$ cat src/rtl/frq_meter.sv
// Frequency meter: counts synchronized rising edges of sig_in over a fixed gate
// window of clk cycles and reports the count with a valid strobe and overflow flag.
module frq_meter #(
    parameter int GATE_CYCLES = 1000,
    parameter int CNT_W       = 16
) (
    input  logic             clk,
    input  logic             reset_n,
    input  logic             sig_in,
    input  logic             start,
    input  logic             cont,
    output logic             busy,
    output logic [CNT_W-1:0] count,
    output logic             count_valid,
    output logic             overflow
);
    localparam int GW = (GATE_CYCLES > 1) ? $clog2(GATE_CYCLES) : 1;
    localparam logic [GW-1:0]    GATE_LAST = GW'(GATE_CYCLES - 1);
    localparam logic [CNT_W-1:0] CNT_MAX   = {CNT_W{1'b1}};

    typedef enum logic [1:0] {
        IDLE    = 2'd0,
        CLEAR   = 2'd1,
        MEASURE = 2'd2,
        DONE    = 2'd3
    } state_t;

    state_t           state_reg;
    state_t           state_next;
    logic             sync1_reg;
    logic             sync2_reg;
    logic             delay_reg;
    logic             edge_pulse;
    logic [GW-1:0]    gate_reg;
    logic [CNT_W-1:0] edge_cnt_reg;
    logic [CNT_W-1:0] edge_cnt_next;
    logic             ovf_acc_reg;
    logic             ovf_acc_next;
    logic [CNT_W-1:0] count_reg;
    logic             ovf_reg;

    // Two-flop synchronizer followed by a delay flop for rising-edge detection.
    always_ff @(posedge clk or negedge reset_n) begin
        if (!reset_n) begin
            sync1_reg <= 1'b0;
            sync2_reg <= 1'b0;
            delay_reg <= 1'b0;
        end else begin
            sync1_reg <= sig_in;
            sync2_reg <= sync1_reg;
            delay_reg <= sync2_reg;
        end
    end

    assign edge_pulse = sync2_reg & ~delay_reg;

    always_ff @(posedge clk or negedge reset_n) begin
        if (!reset_n) begin
            state_reg <= IDLE;
        end else begin
            state_reg <= state_next;
        end
    end

    always_comb begin
        state_next = state_reg;
        case (state_reg)
            IDLE:    if (start) state_next = CLEAR;
            CLEAR:   state_next = MEASURE;
            MEASURE: if (gate_reg == GATE_LAST) state_next = DONE;
            DONE:    state_next = cont ? CLEAR : IDLE;
            default: state_next = IDLE;
        endcase
    end

    always_comb begin
        busy        = (state_reg != IDLE);
        count_valid = (state_reg == DONE);
    end

    // Saturating edge counter; an edge arriving at all-ones marks the window as overflowed.
    always_comb begin
        edge_cnt_next = edge_cnt_reg;
        ovf_acc_next  = ovf_acc_reg;
        if (edge_pulse) begin
            if (edge_cnt_reg == CNT_MAX) begin
                ovf_acc_next = 1'b1;
            end else begin
                edge_cnt_next = edge_cnt_reg + CNT_W'(1);
            end
        end
    end

    // The result is latched on the last MEASURE edge so it is already stable while count_valid is high.
    always_ff @(posedge clk or negedge reset_n) begin
        if (!reset_n) begin
            gate_reg     <= '0;
            edge_cnt_reg <= '0;
            ovf_acc_reg  <= 1'b0;
            count_reg    <= '0;
            ovf_reg      <= 1'b0;
        end else begin
            case (state_reg)
                CLEAR: begin
                    gate_reg     <= '0;
                    edge_cnt_reg <= '0;
                    ovf_acc_reg  <= 1'b0;
                end
                MEASURE: begin
                    edge_cnt_reg <= edge_cnt_next;
                    ovf_acc_reg  <= ovf_acc_next;
                    if (gate_reg == GATE_LAST) begin
                        count_reg <= edge_cnt_next;
                        ovf_reg   <= ovf_acc_next;
                    end else begin
                        gate_reg <= gate_reg + GW'(1);
                    end
                end
                default: begin
                end
            endcase
        end
    end

    assign count    = count_reg;
    assign overflow = ovf_reg;

endmodule
$ cat config.mk
export PLATFORM = sky130hd
export DESIGN_NAME = frq_meter
export DESIGN_NICKNAME = d
export VERILOG_FILES = /design/src/rtl/frq_meter.sv
export SDC_FILE = /design/constraint.sdc
export NUM_CORES = 1
export LEC_CHECK = 0
export CAP_MARGIN = 20
export CORE_MARGIN = 4
export CORE_UTILIZATION = 40
export CTS_CLUSTER_SIZE = 16
export DETAILED_ROUTE_END_ITERATION = 12
export DONT_BUFFER_PORTS = 1
export PLACE_DENSITY_LB_ADDON = 0.1
export SLEW_MARGIN = 20
export SYNTH_ARGS = -nofsm -noshare
export SYNTH_HDL_FRONTEND = slang
export SYNTH_SLANG_ARGS = --single-unit
$ cat constraint.sdc
create_clock -name clk -period 1.75 [get_ports clk]
set_input_delay 0.2625 -clock clk [delete_from_list [all_inputs] [get_ports clk]]
set_output_delay 0.2625 -clock clk [all_outputs]
set_load 0.05 [all_outputs]
==> results of run 1 <==
[cell families (layout without fill, tap and decap cells)]
kind of cell	after synthesis	after routing
flops	49	49
compound gates	76	76
fa+ha+maj	7	7
xor+xnor	14	14
buf+inv	20	87
mux	1	1
simple gates	115	115
[final cells by class]
type                    count  area (um2)
multi-input cells         213        1500
repair buffers             74         604
well taps                  77        96.3
clock buffers               7        86.3
inverters                   5        18.8
flip-flops and latches     49        1230
fillers                   592        2750
clock inverters             1        30.0
[path summary, 6_finish.rpt]
kind	startpoint	to	depth (start not counted)
max in group asynchronous	reset_n	edge_cnt_reg[0]$_DFFE_PN0P_	2
min in group asynchronous	reset_n	count[8]$_DFFE_PN0P_	2
hold / removal	cont	state_reg[0]$_DFFE_PN0P_	2
setup / recovery	edge_cnt_reg[0]$_DFFE_PN0P_	edge_cnt_reg[7]$_DFFE_PN0P_	7
hold reg to reg	sync1_reg$_DFF_PN0_	sync2_reg$_DFF_PN0_	0
setup reg to reg	edge_cnt_reg[0]$_DFFE_PN0P_	edge_cnt_reg[7]$_DFFE_PN0P_	7
[Yosys cell counts (all sizes together), types with 2 or more instances]
library cell / number
and4: 4
a21oi: 13
nand4b: 2
nand3: 8
nand4: 8
a21o: 7
xnor2: 8
nor4: 8
nand2: 33
o21ai: 32
ha: 7
buf: 5
nor2b: 3
and3: 3
and2: 2
inv: 4
xor2: 6
nand2b: 3
or2: 3
nor2: 21
a41oi: 2
a211oi: 2
nand3b: 2
clkbuf: 10
dfrtp: 49
a22o: 5
a31oi: 7
nor3: 13
[power by group through the flow]
stage / clock network, W / logic [W] / registers (W)
finish: 0.000851 / 0.00149 / 0.00125
global route: 0.000926 / 0.00164 / 0.00126
CTS: 0.000874 / 0.00139 / 0.00125
detailed placement: 0 / 0.00134 / 0.00128
global placement: 0 / 0.00133 / 0.00127
floorplan: 0 / 0.000814 / 0.00128
[layer usage]
layer,wire [um],track usage
met1,3430,0.278
met3,276,0.0298
met2,3100,0.279
met4,92,0.0453
met5,0,0
[repair_timing]
item / in CTS / in global routing
hold buffers: 3 / 0
endpoints found under the setup margin: 14 / 34
pin swaps: 0 / 21
endpoints found under the hold margin: 50 / 0
buffers inserted: 5 / 5
resized for setup: 12 / 42
[stage by stage]
step / std cells / area (um2)
after CTS: 424 / 3380
after global routing: 426 / 3570
after detailed placement: 408 / 3140
after floorplan: 282 / 2620
after global placement: 408 / 3140
final: 426 / 3570
[placed cells by master, fill, tap and decap left out, types with 3 or more instances in the layout]
cell type	netlist	layout
a21o_1	6	6
nand2_1	33	31
dfrtp_1	49	49
a22o_1	5	5
inv_1	4	4
nand3_1	8	7
buf_6	0	3
nor4_2	1	4
nor3_1	13	8
nor2_1	21	17
nor2b_1	3	3
nor2_2	0	4
o21ai_0	31	20
clkbuf_8	0	6
nand2b_1	3	3
nor3_2	0	3
buf_4	2	67
a21oi_1	13	11
xnor2_1	8	6
ha_1	7	5
a31oi_1	7	7
o21ai_1	1	9
nand4_1	7	7
o21ai_2	0	3
xor2_1	6	6
nor4_4	0	3
and3_1	3	3
[worst register-to-register path: stages (launching register included)]
cell and delay [ns]:
dfrtp_1 0.39, ha_2 0.20, nand4_1 0.20, nor4_2 0.29, buf_4 0.25, nor3_1 0.07, buf_4 0.14, a22o_1 0.20
==> impl_summary.md, run 1 <==
Run status
The flow ran to the end, but the final reports show violations. The checks that failed: setup timing.

Synthesis
The post-synthesis cell count is 282. Of all flip-flops after synthesis, the portion carrying an async set or reset was 1.00. The number of nets in the synthesized netlist is 294.

Synthesis instantiated 48 different standard cells from the library. The fraction of synthesized cell area in xor and xnor cells is 0.0472. The number of warnings printed during yosys synthesis is 0. The most used flip-flop cell after synthesis is dfrtp_1. The post-synthesis cell area is 2600 um2. Sorting the synthesized cells by area gives the leading types as dfrtp_1 (47%), o21ai_0 (6.0%), nand2_1 (4.8%). The combinational family with the most area after synthesis is simple AND/OR/NAND/NOR gates.

Of the total synthesized cell area, the portion taken by AND, OR, NAND and NOR gates is 0.230. The library cell occupying the most area in the post-synthesis netlist is dfrtp_1. The share of the synthesized area in the top cell type is 0.472. The synthesized flop and latch total is 49. Of the synthesized area, sequential elements account for 0.472. The proportion of synthesized area in mux cells is 0.00433. The complex-gate fraction of the synthesized area is 0.180. Of the total synthesized cell area, the portion taken by full adders, half adders and majority gates is 0.0337. A synthesized cell averages ~9.2 um2. Yosys mapped a number of flops with a built-in enable equal to 0.

Setup path
The slowest stage of the critical path belongs to the cell dfrtp_1. The arrival time at the worst endpoint is roughly 2 ns. The maximum fanout count along the critical path is 9. The data required time at the worst endpoint is 1.94 ns.

The signal on the critical path passes through ha_2 -> nand4_1 -> nor4_2 -> buf_4 -> nor3_1 -> buf_4 -> a22o_1. The largest single stage delay on the critical path is 0.39 ns. The reg2reg setup slack is -0.09 ns. The endpoint kind of the worst setup timing path is a register. The element type at the critical path start is a register. The critical path's most frequent cell is buf_4.

The critical path's top delay family is simple AND/OR/NAND/NOR gates. The critical path is of the register to register type. The total buffers and inverters traversed by the critical path is 2.

Placement
The placed wire-length estimate is about 4800 um. Port buffering added 0 buffers. At the end of routability-driven placement, the weighted congestion stood at between 0.8 and 0.9. The pre-CTS worst setup slack is -0.0964 ns.

Global routing
The number of antenna violations at the first check in global routing is 0. After global routing the overflow that remains totals 0. The first global-routing pass estimated 11100 um of wire. The largest net degree at the start of global routing is 50. The number of global-route vias before repair came to 2131.

The overall routing resource usage is 0.185.

Drt
The vias per cell is 5.48. For this block, the initial DRC count from the detailed router was 184. The number of nets with antenna violations after detailed routing is 0. The final routed wirelength across all metal layers is ~7000 um.

After detailed routing, the number of remaining DRC violations is 0. After detailed routing, the average wire length per cell comes to 16.2 um. The first detailed-routing pass took 4 iterations. The routed layout has 2334 vias.

Power
In this run the power spent charging and discharging nets is roughly 0.0013 W. The standby leakage power is 1.62 nW. The share of total power dissipated in the clock network is 0.237. For this design the ratio of total power to cell area is 1010 nW/um2.

Of the total power, combinational logic draws 0.414. VDD sags by at most 729 uV. The internal power of the cells is 0.00226 W. Of the total power, registers draw 0.349. The design draws around 0.0036 W.

The fraction of power spent switching nets is 0.370.

Layout
The number of nets at the end of the flow is 360. The fraction of final layout cells with drive strength greater than 1 is 0.347. The post-route core utilization is 0.565. The number of inserted diodes is 0.

Compared with the post-synthesis result, the final layout area differs by 37.2%.

Die
The die extent in y is between 80 and 90 um. The die covers 7850 um2. The core region is 6310 um2. For this configuration, the core starts out at a cell density of 0.412. The floorplan die width is 88.6 um.

The I/O pin count is 24. The placement row count is 29.

Clocking
In this run the deepest clock path goes through 2 buffers. The clock latency reported for the late side of the worst-skew pair is roughly 0.3 ns. The TritonCTS clock tree is done. Clock tree synthesis found a total of 49 sinks.

Clock-pin slew was measured on the worst setup and hold paths at approximately 0.090 ns. The maximum level of the CTS H-tree is 2. The number of buffers created by CTS is 5. The cell sitting at the root of the clock tree is a clkbuf_8.

Timing
The setup skew after layout is 0.00748 ns. Setup slack on the critical path of the routed design comes to -0.0935 ns. For the finished layout, the period the worst path requires is 1.84 ns.

In this run the tightest slew margin relative to its limit is 0.669. The highest achievable clock rate is 0.542 GHz. The hold violation total from the final report was 0. The worst hold slack is 0.195 ns. The transition time at the pin with the least slew margin is 0.497 ns. The period utilization is 1.05. Setup repair after global routing could not meet its margin everywhere. Setup total negative slack on the finished layout was measured at -0.513 ns. The number of slew-limit violations in the final report is 0. The setup violation total in the final timing report is 7.

Min path
The worst hold-check path type is input pin to register.

Run
The max capacitance violation total is 0.
(Power assumes the default switching activity.)
==> inputs of run 2 (changes only) <==
CORE_UTILIZATION = 37   (was 40)
==> run 2 against run 1 <==
Net effect: clock skew grew 0.0011 ns; cell count rose by 4.7%; critical endpoint is now edge_cnt_reg[9]$_DFFE_PN0P_; global-route usage down 2.2 points; wire length up 0.14%; largest power group unchanged; flip-flop and latch count stayed put; clock-buffer cell count down 1; register-to-register slack gained 0.02 ns; the run still ends with setup timing left; first-iteration DRC count decreased by 43%; power down 4.8%.
==> impl_summary.md, run 2 (synthesis results as in run 1) <==
Placement
The placed wire-length estimate is 4850 um (+1.9%). The count of port buffers added during placement was 0 (unchanged). The count of placed standard cells including taps is 428 (+4.9%).

The cell area after placement is 3160 um2 (+0.60%). The routability congestion estimate is 0.843 (+1.8%).

Global routing
The wire length of the first global-routing pass came to 11000 um (-1.1%). The number of global-route vias before repair is 2169 (+1.8%). The overall routing resource usage is 0.163 (-0.0221).

The remaining global-route overflow was 0 (unchanged). The number of antenna violations at the first check in global routing is 0 (unchanged). The largest net degree at the start of global routing is 50 (unchanged).

Layout
The number of nets at the end of the flow is 361 (+0.28%). The library cell used most frequently in the layout, excluding fill and tap cells, is buf_4. The fraction of final layout cells with drive strength greater than 1 is 0.357 (+0.0104).

The fill cell instance count of the final layout came to 628 (+6.1%). The library cells used most frequently in the layout, excluding fill and tap cells, are buf_4 (68), dfrtp_1 (49), nand2_1 (32). The number of inserted diodes came to 0 (unchanged).

The post-route cell area was 3560 um2 (about the same). The layout overhead on the synthesized area is 37.1% (about the same). The post-layout instance count excluding filler cells came to 446 (+4.7%).

Setup path
The launching point of the worst reg2reg path is delay_reg$_DFF_PN0_. The arrival time at the worst endpoint is 2.03 ns (about the same). STA classifies the critical path endpoint as a register. The maximum fanout count along the critical path came to 3 (-6). The critical path is of the register to register type. On the critical path, the stage with the largest delay is an instance of or4b_4.

The data required time at the worst endpoint was 1.96 ns (+0.02 ns). The element type at the critical path start is a register. The critical path goes through nand4b_1 -> or2_1 -> or4b_4 -> a21bo_1 -> a21o_1. The worst reg2reg path endpoint is edge_cnt_reg[9]$_DFFE_PN0P_.

The highest cell delay on the worst timing path is 0.54 ns (+0.15 ns). The total buffers and inverters traversed by the critical path is 0 (-2). The critical path's top delay family is simple AND/OR/NAND/NOR gates. The number of cells traversed by the worst register-to-register path came to 5 (-2). The reg2reg setup slack is -0.07 ns (+0.02 ns).

Drt
The number of iterations in the first detailed-routing pass is 4 (unchanged). The iteration-0 DRC count of the detailed router is 104 (-43%). The final routed wirelength across all metal layers is 6910 um (+0.14%).

The vias per cell came to 5.21 (-5.0%). The wire length per cell came to 15.5 um (-4.3%). The number of nets with antenna violations after detailed routing is 0 (unchanged).

The detailed-route via count is 2322 (-0.51%). The number of remaining DRC errors is 0 (unchanged).

Power
The fraction of power spent switching nets is 0.391 (+0.0207). The clock group share of total power is 0.194 (-0.043). The sequential cell fraction of total power was 0.368 (+0.019).

The peak ir drop on the vdd network was 802 uV (+10%). The areal power density over the cells came to 959 nW/um2 (-4.7%). The total net switching power came to 0.00133 W (+0.52%). The internal power of the cells is 0.00208 W (-7.9%). The standby leakage power was 1.62 nW (-0.46%).

The combinational group share of total power is 0.438 (+0.024).

Min path
In this run the most critical hold path is launched from cont. The cell depth of the worst min-delay path was 2 (unchanged). The worst hold-check path type is input pin to register. The worst hold path terminates at state_reg[0]$_DFFE_PN0P_.

Timing
The number of slew-limit violations in the final report is 0 (unchanged). The hold violation total from the final report is 0 (unchanged). The period utilization is 1.04 (-0.0121). The final critical-path setup slack came to -0.0723 ns (+0.0211 ns). Setup repair after global routing could not meet its margin everywhere. The headroom to the max-slew limit came to 0.662 (-0.00698). The setup skew after layout is 0.00862 ns (+0.00114 ns). The highest achievable clock rate was 0.549 GHz (+1.2%). The setup violation total in the final timing report is 6 (-1). The transition time at the pin with the least slew margin is 0.508 ns (+0.0105 ns). The post-layout minimum cycle time is 1.82 ns (-0.0211 ns).

Clocking
The deepest clock path buffer count was 2 (unchanged). The number of buffers created by CTS is 5 (unchanged). The TritonCTS clock tree is done. The sink count of the clock tree is 49 (unchanged). The buffer type at the clock tree root is clkbuf_8. The clock-pin slew on the worst setup and hold paths was 0.09 ns (about the same).

The maximum level of the CTS H-tree was 2 (unchanged). The clock latency reported for the late side of the worst-skew pair is 0.31 ns (about the same).

Run
The max capacitance violation total is 0 (unchanged).

Die
The area of the core is 6790 um2 (+7.6%). The die extent in y came to 91.8 um (+3.6%). The effective utilization at floorplan is 0.383 (-0.0291). The I/O pin count is 24 (unchanged).

The placement row count was 30 (+3.4%). The floorplan die width came to 91.8 um (+3.6%). The die footprint is 8430 um2 (+7.4%).

Run status
The final reports fail on setup timing. The run finished, with violations left.
run 2: power groups by stage:
stage | Clock [W] | Combinational [W] | Sequential (W)
2_1_floorplan | 0 | 0.000814 | 0.00128
4_1_cts | 0.000686 | 0.00137 | 0.00125
6_report | 0.000662 | 0.00150 | 0.00126
3_5_place_dp | 0 | 0.00131 | 0.00128
5_1_grt | 0.000735 | 0.00166 | 0.00126
3_3_place_gp | 0 | 0.00130 | 0.00127
run 2: per-stage QoR:
stage	power [W]	TNS, ns	hold WS (ns)	setup slack [ns]	util
2_1_floorplan	0.00209	-0.138	-0.0331	-0.0895	-
3_3_place_gp	0.00257	-0.0524	-0.0306	-0.0510	0.465
3_5_place_dp	0.00259	-0.224	-0.0304	-0.115	0.465
4_1_cts	0.00331	-0.0832	0.168	-0.0753	0.496
5_1_grt	0.00365	-1.65	0.179	-0.166	0.524
6_report	0.00342	-0.148	0.181	-0.0723	0.524
run 2: how the worst max path moves through the flow:
| stage | from | endpoint | slack [ns] | depth (start not counted) |
|---|---|---|---|---|
| 6_report | delay_reg$_DFF_PN0_ | edge_cnt_reg[9]$_DFFE_PN0P_ | -0.07 | 5 |
| 5_1_grt | edge_cnt_reg[1]$_DFFE_PN0P_ | count[2]$_DFFE_PN0P_ | -0.17 | 7 |
| 4_1_cts | delay_reg$_DFF_PN0_ | edge_cnt_reg[9]$_DFFE_PN0P_ | -0.08 | 5 |
| 3_5_place_dp | edge_cnt_reg[1]$_DFFE_PN0P_ | count[14]$_DFFE_PN0P_ | -0.11 | 8 |
| 3_3_place_gp | edge_cnt_reg[0]$_DFFE_PN0P_ | edge_cnt_reg[9]$_DFFE_PN0P_ | -0.05 | 6 |
| 2_1_floorplan | delay_reg$_DFF_PN0_ | edge_cnt_reg[9]$_DFFE_PN0P_ | -0.09 | 6 |
run 2: layout make-up:
cell class	count	area, um2	share of cell area
clock buffers	6	72.6	0.0204
clock inverters	2	10.0	0.00281
inverters	5	18.8	0.00527
multi-input cells	213	1510	0.425
flip-flops and latches	49	1230	0.344
well taps	96	120	0.0337
repair buffers	75	603	0.169
run 2: routing by layer:
| metal | share of wire | vias up | track usage |
|---|---|---|---|
| met1 | 0.49 | 1125 | 0.241 |
| met4 | 0.011 | 0 | 0.0446 |
| met5 | 0 | - | 0 |
| li1 | - | 1150 | - |
| met3 | 0.036 | 4 | 0.0312 |
| met2 | 0.46 | 43 | 0.243 |
run 2: what timing repair did:
action / in CTS / in global routing
hold buffers: 3 / 0
setup endpoints to repair: 11 / 37
pin swaps: 5 / 13
gates resized for setup: 13 / 47
hold endpoints to repair: 50 / 0
setup buffers: 4 / 4
run 2: worst reg2reg max path: cells and delay by family, from the launching register on:
| family | cells | cell delay (ns) |
|---|---|---|
| AOI/OAI and AO/OA | 2 | 0.34 |
| DFF | 1 | 0.38 |
| and+or+nand+nor | 3 | 1.02 |
